$ cat src/rtl/uart_pkg.sv
// Shared types for the UART receiver: rx FSM state encoding, default sizing, 2-of-3 vote helper.
package uart_pkg;

  localparam int unsigned WordSizeDefault   = 8;
  localparam int unsigned OversampleDefault = 16;

  typedef enum logic [2:0] {
    StIdle,
    StStart,
    StRecv,
    StStop,
    StBreak
  } rx_state_e;

  function automatic logic maj3(input logic a, input logic b, input logic c);
    return (a & b) | (a & c) | (b & c);
  endfunction

endpackage

$ cat src/rtl/uart_rx_sampler.sv
// Line synchronizer, oversample counter and bit decision sample for uart_rx.
// Define UART_RX_MAJORITY_EN to decide each bit by a 2-of-3 vote of the last three ticks.
module uart_rx_sampler
  import uart_pkg::*;
#(
  parameter int unsigned Oversample = OversampleDefault,
  parameter int unsigned OsBits     = 4
) (
  input  logic clk,
  input  logic rst_b,
  input  logic i_serial_in,
  input  logic i_sample_tick,
  input  logic i_cnt_clr,
  output logic o_line,
  output logic o_sample,
  output logic o_at_mid,
  output logic o_at_end
);

  localparam logic [OsBits-1:0] Mid = OsBits'(Oversample / 2 - 1);
  localparam logic [OsBits-1:0] End = OsBits'(Oversample - 1);

  logic [1:0]        r_sync;
  logic [OsBits-1:0] r_count;

  always_ff @(posedge clk or negedge rst_b) begin
    if (!rst_b) begin
      r_sync <= 2'b11;
    end else begin
      r_sync <= {r_sync[0], i_serial_in};
    end
  end

  assign o_line = r_sync[1];

  always_ff @(posedge clk or negedge rst_b) begin
    if (!rst_b) begin
      r_count <= '0;
    end else if (i_sample_tick) begin
      r_count <= i_cnt_clr ? '0 : r_count + 1'b1;
    end
  end

  assign o_at_mid = i_sample_tick && (r_count == Mid);
  assign o_at_end = i_sample_tick && (r_count == End);

`ifdef UART_RX_MAJORITY_EN
  // Line values seen at the two ticks preceding the current one (counts d-2, d-1).
  logic [1:0] r_hist;

  always_ff @(posedge clk or negedge rst_b) begin
    if (!rst_b) begin
      r_hist <= 2'b11;
    end else if (i_sample_tick) begin
      r_hist <= {r_hist[0], o_line};
    end
  end

  assign o_sample = maj3(r_hist[1], r_hist[0], o_line);
`else
  assign o_sample = o_line;
`endif

endmodule

$ cat src/rtl/uart_rx.sv
// 8N1 UART receiver: frame FSM, shift register and valid/ack handshake with sticky errors.
// Optional 2-of-3 bit voting via UART_RX_MAJORITY_EN (implemented in uart_rx_sampler).
module uart_rx
  import uart_pkg::*;
#(
  parameter int unsigned WordSize     = WordSizeDefault,
  parameter int unsigned SizeBitCount = 3,
  parameter int unsigned Oversample   = OversampleDefault,
  parameter int unsigned OsBits       = 4
) (
  input  logic                clk,
  input  logic                rst_b,
  input  logic                i_serial_in,
  input  logic                i_sample_tick,
  input  logic                i_read_ack,
  input  logic                i_clr_err,
  output logic [WordSize-1:0] o_rx_data,
  output logic                o_rx_valid,
  output logic                o_framing_error,
  output logic                o_overrun_error
);

  localparam logic [SizeBitCount:0] LastBit = (SizeBitCount + 1)'(WordSize - 1);

  rx_state_e             r_state, w_state_next;
  logic [WordSize-1:0]   r_shreg;
  logic [SizeBitCount:0] r_bit_count;

  logic w_line, w_sample, w_at_mid, w_at_end;
  logic w_cnt_clr, w_shift, w_deliver, w_set_fe, w_set_oe, w_accept;

  uart_rx_sampler #(
    .Oversample (Oversample),
    .OsBits     (OsBits)
  ) u_sampler (
    .clk           (clk),
    .rst_b         (rst_b),
    .i_serial_in   (i_serial_in),
    .i_sample_tick (i_sample_tick),
    .i_cnt_clr     (w_cnt_clr),
    .o_line        (w_line),
    .o_sample      (w_sample),
    .o_at_mid      (w_at_mid),
    .o_at_end      (w_at_end)
  );

  always_comb begin
    w_state_next = r_state;
    w_cnt_clr    = 1'b0;
    w_shift      = 1'b0;
    w_deliver    = 1'b0;
    w_set_fe     = 1'b0;
    unique case (r_state)
      StIdle: begin
        w_cnt_clr = 1'b1;
        if (i_sample_tick && !w_line) w_state_next = StStart;
      end
      StStart: begin
        if (w_at_mid) begin
          w_cnt_clr    = 1'b1;
          w_state_next = w_sample ? StIdle : StRecv;
        end
      end
      StRecv: begin
        if (w_at_end) begin
          w_cnt_clr = 1'b1;
          w_shift   = 1'b1;
          if (r_bit_count == LastBit) w_state_next = StStop;
        end
      end
      StStop: begin
        if (w_at_end) begin
          w_cnt_clr = 1'b1;
          if (w_sample) begin
            w_deliver    = 1'b1;
            w_state_next = StIdle;
          end else begin
            w_set_fe     = 1'b1;
            w_state_next = StBreak;
          end
        end
      end
      StBreak: begin
        // Wait for the line to return high so a held-low break is not seen as new starts.
        w_cnt_clr = 1'b1;
        if (i_sample_tick && w_line) w_state_next = StIdle;
      end
      default: w_state_next = StIdle;
    endcase
  end

  assign w_accept = w_deliver && (!o_rx_valid || i_read_ack);
  assign w_set_oe = w_deliver && o_rx_valid && !i_read_ack;

  always_ff @(posedge clk or negedge rst_b) begin
    if (!rst_b) begin
      r_state     <= StIdle;
      r_shreg     <= '0;
      r_bit_count <= '0;
    end else begin
      r_state <= w_state_next;
      if (w_shift) begin
        r_shreg     <= {w_sample, r_shreg[WordSize-1:1]};
        r_bit_count <= r_bit_count + 1'b1;
      end else if (r_state != StRecv) begin
        r_bit_count <= '0;
      end
    end
  end

  always_ff @(posedge clk or negedge rst_b) begin
    if (!rst_b) begin
      o_rx_data       <= '0;
      o_rx_valid      <= 1'b0;
      o_framing_error <= 1'b0;
      o_overrun_error <= 1'b0;
    end else begin
      if (w_accept) begin
        o_rx_data  <= r_shreg;
        o_rx_valid <= 1'b1;
      end else if (i_read_ack) begin
        o_rx_valid <= 1'b0;
      end
      if (w_set_fe)       o_framing_error <= 1'b1;
      else if (i_clr_err) o_framing_error <= 1'b0;
      if (w_set_oe)       o_overrun_error <= 1'b1;
      else if (i_clr_err) o_overrun_error <= 1'b0;
    end
  end

endmodule
$ cat config.mk
export PLATFORM = sky130hd
export DESIGN_NAME = uart_rx
export DESIGN_NICKNAME = d
export VERILOG_FILES = /design/src/rtl/uart_pkg.sv /design/src/rtl/uart_rx_sampler.sv /design/src/rtl/uart_rx.sv
export SDC_FILE = /design/constraint.sdc
export NUM_CORES = 1
export LEC_CHECK = 0
export CORE_MARGIN = 3
export CORE_UTILIZATION = 45
export DETAILED_ROUTE_END_ITERATION = 6
export PLACE_DENSITY_LB_ADDON = 0.2
export REMOVE_ABC_BUFFERS = 1
export SYNTH_ARGS = -nofsm -noshare
export SYNTH_HDL_FRONTEND = slang
export SYNTH_HIERARCHICAL = 1
export SYNTH_SLANG_ARGS = --single-unit
$ cat constraint.sdc
create_clock -name clk -period 5.75 [get_ports clk]
set_input_delay 1.15 -clock clk [delete_from_list [all_inputs] [get_ports clk]]
set_output_delay 1.15 -clock clk [all_outputs]
set_load 0.1 [all_outputs]
* After elaboration in Yosys (flattened, before gate mapping)
Cells that the tools add are included.
Widths: inputs -> output; s select.
** Storage, ports and cells
- Bits of input ports :: 6
- Flip-flop bits (word level) :: 32
- Output and inout port bits :: 11
- Logic and storage cells :: 71
** Cells by class
- Multiplexer cells :: 27
- Add/subtract/negate cells :: 2
- Reductions and logical operators :: 19
- Equality and inequality tests :: 14
** Operator list (number)
- $mux 3 :: 7
- $pmux 3 s5 :: 1
- $mux 1 :: 14
- $mux 4 :: 3
- $add 4x1->4 const B :: 2
- $eq 4x3->1 const B :: 2
- $reduce_bool 2->1 :: 4
- $logic_and 1x1->1 :: 7
- $eq 3x2->1 const B :: 2
- $ne 2x1->1 const B :: 3
- $ne 2x2->1 const B :: 3
- $reduce_and 6->1 :: 1
- $eq 4x4->1 const B :: 1
- $reduce_or 2->1 :: 2
- $eq 3x1->1 const B :: 1
- $eq 3x3->1 const B :: 1
- $logic_not 1->1 :: 3
- $logic_not 3->1 :: 1
- $ne 3x2->1 const B :: 1
- $pmux 1 s3 :: 1
- $mux 2 :: 1
- $logic_or 1x1->1 :: 1

* Longest topological paths before layout
- Depth after elaboration :: 7
- Gate-level depth with buffers :: 8
- Gate-level depth less buffers :: 7

* Cells and area by module
The synthesis kept the hierarchy.
** Modules (own cells, without submodules)
- uart_rx :: cells an instance 85, area each 1154.9 um2, seq. area each 650.6 um2, times used 1
- uart_rx_sampler :: cells an instance 26, area each 296.5 um2, seq. area each 152.6 um2, times used 1

* Worst setup path before layout
OpenSTA, ideal clock, no wires.
- Path kind :: in2reg
- Start :: input i_sample_tick
- End :: register o_rx_data[0]
- Setup time :: 126 ps
- Cell stages on the path :: 8
- Slack :: 3251 ps
- Data arrival time :: 2373 ps
- Required time :: 5624 ps
- Cell sequence :: buf_6 nand3_1 nor2_1 buf_4 and3b_1 and4_4 buf_6 mux2_4
** On the way
- Word-level cells in the longest chain between the ends :: 4
** Ends and longest elaborated chain
- start: declaration :: RTL line uart_rx.sv:14 : input logic i_sample_tick,
- $logic_and 1x1->1 :: RTL line uart_rx_sampler.sv:45 : assign o_at_end = i_sample_tick && (r_count == End);
- net w_at_end :: RTL line uart_rx.sv:29 : logic w_line, w_sample, w_at_mid, w_at_end;
- $mux 1 :: RTL line uart_rx.sv:72 : if (w_at_end) begin
- $mux 1 :: RTL line uart_rx.sv:53 : unique case (r_state)
- $logic_and 1x1->1 :: RTL line uart_rx.sv:92 : assign w_accept = w_deliver && (!o_rx_valid || i_read_ack);
- end signal: assignment :: RTL line uart_rx.sv:119 : o_rx_data <= r_shreg;
- end: declaration :: RTL line uart_rx.sv:17 : output logic [WordSize-1:0] o_rx_data,
The timed path passes the listed nets, and every way through them passes these cells.
A chain may end at the register's enable or synchronous reset.

* Worst setup path in the final report
- Start :: input i_sample_tick
- End :: register r_shreg[7]
** On the way
- Word-level cells in the longest chain between the ends :: 3
** Ends and longest elaborated chain
- $logic_and 1x1->1 :: RTL line uart_rx_sampler.sv:45
- net w_at_end :: RTL line uart_rx.sv:29
- $mux 1 :: RTL line uart_rx.sv:65 : if (w_at_end) begin
- $mux 1 :: RTL line uart_rx.sv:53
- end signal: assignment :: RTL line uart_rx.sv:103 : r_shreg <= {w_sample, r_shreg[WordSize-1:1]};
- end: declaration :: RTL line uart_rx.sv:26 : logic [WordSize-1:0] r_shreg;
The timed path passes the listed nets, and every way through them passes these cells.

==> summary by stage <==
Detailed routing
Dividing the detail-routed wire length by the instance count gives 13.0 µm. The count of antenna-violating nets left after detailed routing is 0. The total routed wirelength is 2220 µm.

The top layer reached by signal wires is met4. The first routing iteration left 35 violations. After detailed routing, the number of remaining DRC violations is 0. In the routed layout, each cell is associated on average with a via count of 5.14.

The routed metal-1 wirelength is 1050 µm. Detailed routing placed a total of 109 µm of wire on met3. The detailed-route via count is 879. The met2 wire length is 1020 µm.

The first-pass detailed-route iteration total is 4.

Place
Port buffering added 16 buffers. The final weighted congestion in routability-driven placement is 0.727. Detailed placement finished with a half-perimeter wire length of 1570 µm. Once placement finished, the instance area stood at 0.00162 mm².

Power
The internal power of the cells totals 0.366 mW. The sequential share of power is 0.541. The worst-case vdd ir drop is 184 µV. The power after layout is 0.509 mW. Of the total power, the share spent switching nets is 0.282. The standby leakage power is 0.779 nW. The analysis attributes to net switching a power of 0.143 mW. The clock share of power is 0.272. The combinational share of power is 0.186. In this run the power density over the cells is 303 mW/mm².

Timing
Hold timing on the final database bottoms out at a slack of 359 ps. The final clock period utilization by the worst path is 0.570. The count of endpoints failing setup in the final report is 0. For this run, the top clock speed supported by timing is 0.305 GHz. The worst-case clock skew is 4.95 ps. The final-report max-slew violation count is 0. For the final routed database, the setup TNS stands at 0 ps.

The pin slew with the least headroom to its limit is 974 ps. The final critical delay including setup and external delays is 3280 ps. Setup repair after global routing left no endpoint under its margin. The count of final hold-check violations was 0.

The max-slew headroom at the worst pin is 0.348.

Synthesis
Yosys instantiated no cell more often than dfrtp_1. The largest total area in the synthesized netlist belongs to dfrtp_1. Of all flip-flops after synthesis, the portion carrying an async set or reset was 1.00. The area share of the largest cell type after synthesis is 0.517.

The count of different cell masters after synthesis is 35. A synthesized cell averages 13.1 µm². The number of warnings printed during yosys synthesis is 6.

The share of the yosys chip area belonging to registers is 0.553. The commonest cells after synthesis are dfrtp_1 (30), mux2_2 (9), mux2_4 (9). The number of flops mapped to enable cells by yosys is 0. The post-synth design cell area is 0.00145 mm². The post-synthesis register bit count is 32.

Yosys attributes the largest share of cell area to dfrtp_1 (52%), mux2_4 (9.3%), mux2_2 (7.0%). The number of standard cells after synthesis is 111. The most used flip-flop cell after synthesis is dfrtp_1.

Cells and area
Once layout is done, the placed cells without fillers occupy 0.00168 mm². The fill cell instance count of the final layout is 254. In the final layout, the multi-input gates occupy 562 µm². The flip-flop and latch area is 803 µm².

The count of inserted antenna diode cells is 0. The post-route core utilization is 0.579. The post-layout net count is 137. The layout cell share with drive strength beyond 1 is 0.271. The synthesis-to-layout area growth is 15.8%.

Worst setup path
The cell family with the largest share of critical-path delay is simple AND/OR/NAND/NOR gates. The number of buffers and inverters on the critical path is 1. In this run the critical register-to-register path is captured at r_shreg[7]. Counting cells, the worst reg-to-reg path comes to 6. The setup slack on the worst flop-to-flop path is 3430 ps. Walking the worst path, the cells encountered are clkdlybuf4s50_1, nand3_1, nor2_1, nand3b_1, nor2_2, mux2_2.

The worst reg2reg path startpoint is u_sampler/r_count[0]. Following the worst setup path forward leads to its endpoint at r_shreg[7]. Tracing the worst setup path back leads to its startpoint at i_sample_tick.

The depth of the critical timing path with buffers and inverters included is 6. The data arrival time of the critical path is 3490 ps. The critical path endpoint category is a flop. The critical path is of the input port to flop type. The critical-path maximum fanout is 10. At the worst endpoint, the required time is 5970 ps. The worst setup path is launched from an input port. On the worst path, the slowest cell contributes a delay of 690 ps. For this design, the slowest cell found on the critical path is clkdlybuf4s50_1.

Clocking
The total CTS buffers is 5. In this run the deepest clock path goes through 2 buffers. The post-cts sizing count is 0.

The quantity of hold-fixing buffers added after cts is 0. The later pin in the worst-skew pair is clocked with a latency of 330 ps. The TritonCTS sink count is 32. CTS built an H-tree with a depth of 2. The clock-pin slew on the worst setup and hold paths is 90 ps. The buffer cell driving the clock tree root is clkbuf_4. TritonCTS built the clock tree. The number of buffers inserted to repair setup after CTS is 0.

GRT
After global routing the overflow that remains totals 0. Entering global routing, the biggest net connects 33 pins. The overall routing resource usage is 0.138. The via count of the first global-routing pass is 898. The global-route wire length before repair is 4260 µm.

The initial antenna violation count is 0.

Outcome
The flow ran to the end, and the final reports show no timing, DRC or antenna violations.

Hold path
The number of cells on the worst hold path is 0. The worst hold path belongs to the class flop to flop. The start point of the worst min-delay path is u_sampler/r_sync[0].

Floorplan
The die is 62.8 µm wide. The core region is 0.00290 mm². The starting density of the core is 0.500. The floorplan has 19 rows. The vertical extent of the die is 62.8 µm. The full die area is 0.00394 mm². In this run the count of I/O pins placed on the die edge is 17.

Job
Max-cap violations in this run came to 0.
## power groups by stage
stage | sequential, mW | combinational [mW] | clock, mW
2_1_floorplan | 0.275 | 0.0732 | 0
3_3_place_gp | 0.279 | 0.0926 | 0
3_5_place_dp | 0.279 | 0.0953 | 0
4_1_cts | 0.275 | 0.0958 | 0.146
5_1_grt | 0.282 | 0.109 | 0.156
6_report | 0.276 | 0.0949 | 0.139
## flip-flops by register name, summed over array words and instances (netlist names)
| name | cells |
|---|---|
| o_framing_error | 1 |
| u_sampler/r_sync | 2 |
| o_rx_valid | 1 |
| r_shreg | 8 |
| o_overrun_error | 1 |
| r_state | 3 |
| u_sampler/r_count | 4 |
| r_bit_count | 4 |
| o_rx_data | 8 |
## layout make-up
type	count	area share
clock buffer	7	0.0387
sequential	32	0.478
inverter	8	0.0179
timing repair buffer	17	0.0998
tap	42	0.0313
multi-input combinational	65	0.334
## placed cells by master, fill, tap and decap left out, types with 2 or more instances in the layout
cell | Yosys | routed
dfrtp_1 | 30 | 30
clkdlybuf4s50_1 | 0 | 16
mux2_2 | 9 | 9
mux2_4 | 9 | 9
inv_1 | 7 | 7
nor2_1 | 7 | 7
clkbuf_4 | 0 | 5
nand2_1 | 4 | 4
o22ai_1 | 4 | 4
nand3_1 | 3 | 3
nand3b_1 | 2 | 2
o21ai_0 | 2 | 2
xor2_1 | 2 | 2
nor2b_1 | 2 | 2
a211o_1 | 2 | 2
ha_1 | 2 | 2
clkbuf_8 | 0 | 2
dfstp_2 | 2 | 2
## how the worst min path moves through the flow
stage	endpoint
6_report	u_sampler/r_sync[1]
5_1_grt	u_sampler/r_sync[1]
4_1_cts	u_sampler/r_sync[1]
3_5_place_dp	u_sampler/r_sync[1]
3_3_place_gp	u_sampler/r_sync[1]
2_1_floorplan	u_sampler/r_sync[1]
## cell families (layout without fill, tap and decap cells)
family / after synthesis / count (layout) / synth area share
xor+xnor: 3 / 3 / 0.0181
simple gates: 28 / 28 / 0.116
buf+inv: 14 / 32 / 0.0595
mux: 19 / 19 / 0.170
fa+ha+maj: 2 / 2 / 0.0172
flops: 32 / 32 / 0.553
compound gates: 13 / 13 / 0.0655
## metal layers
metal,vias up,track usage
met5,-,0
met4,0,0.0579
met3,5,0.0522
met2,19,0.208
met1,433,0.179
li1,422,-
## through the flow
| step | setup slack, ps | instances |
|---|---|---|
| floorplan | 3230 | 105 |
| global placement | 2300 | 164 |
| detailed placement | 2150 | 164 |
| CTS | 2510 | 171 |
| global route | 2300 | 171 |
| finish | 2470 | 171 |
Power figures use the tool's default switching activity.
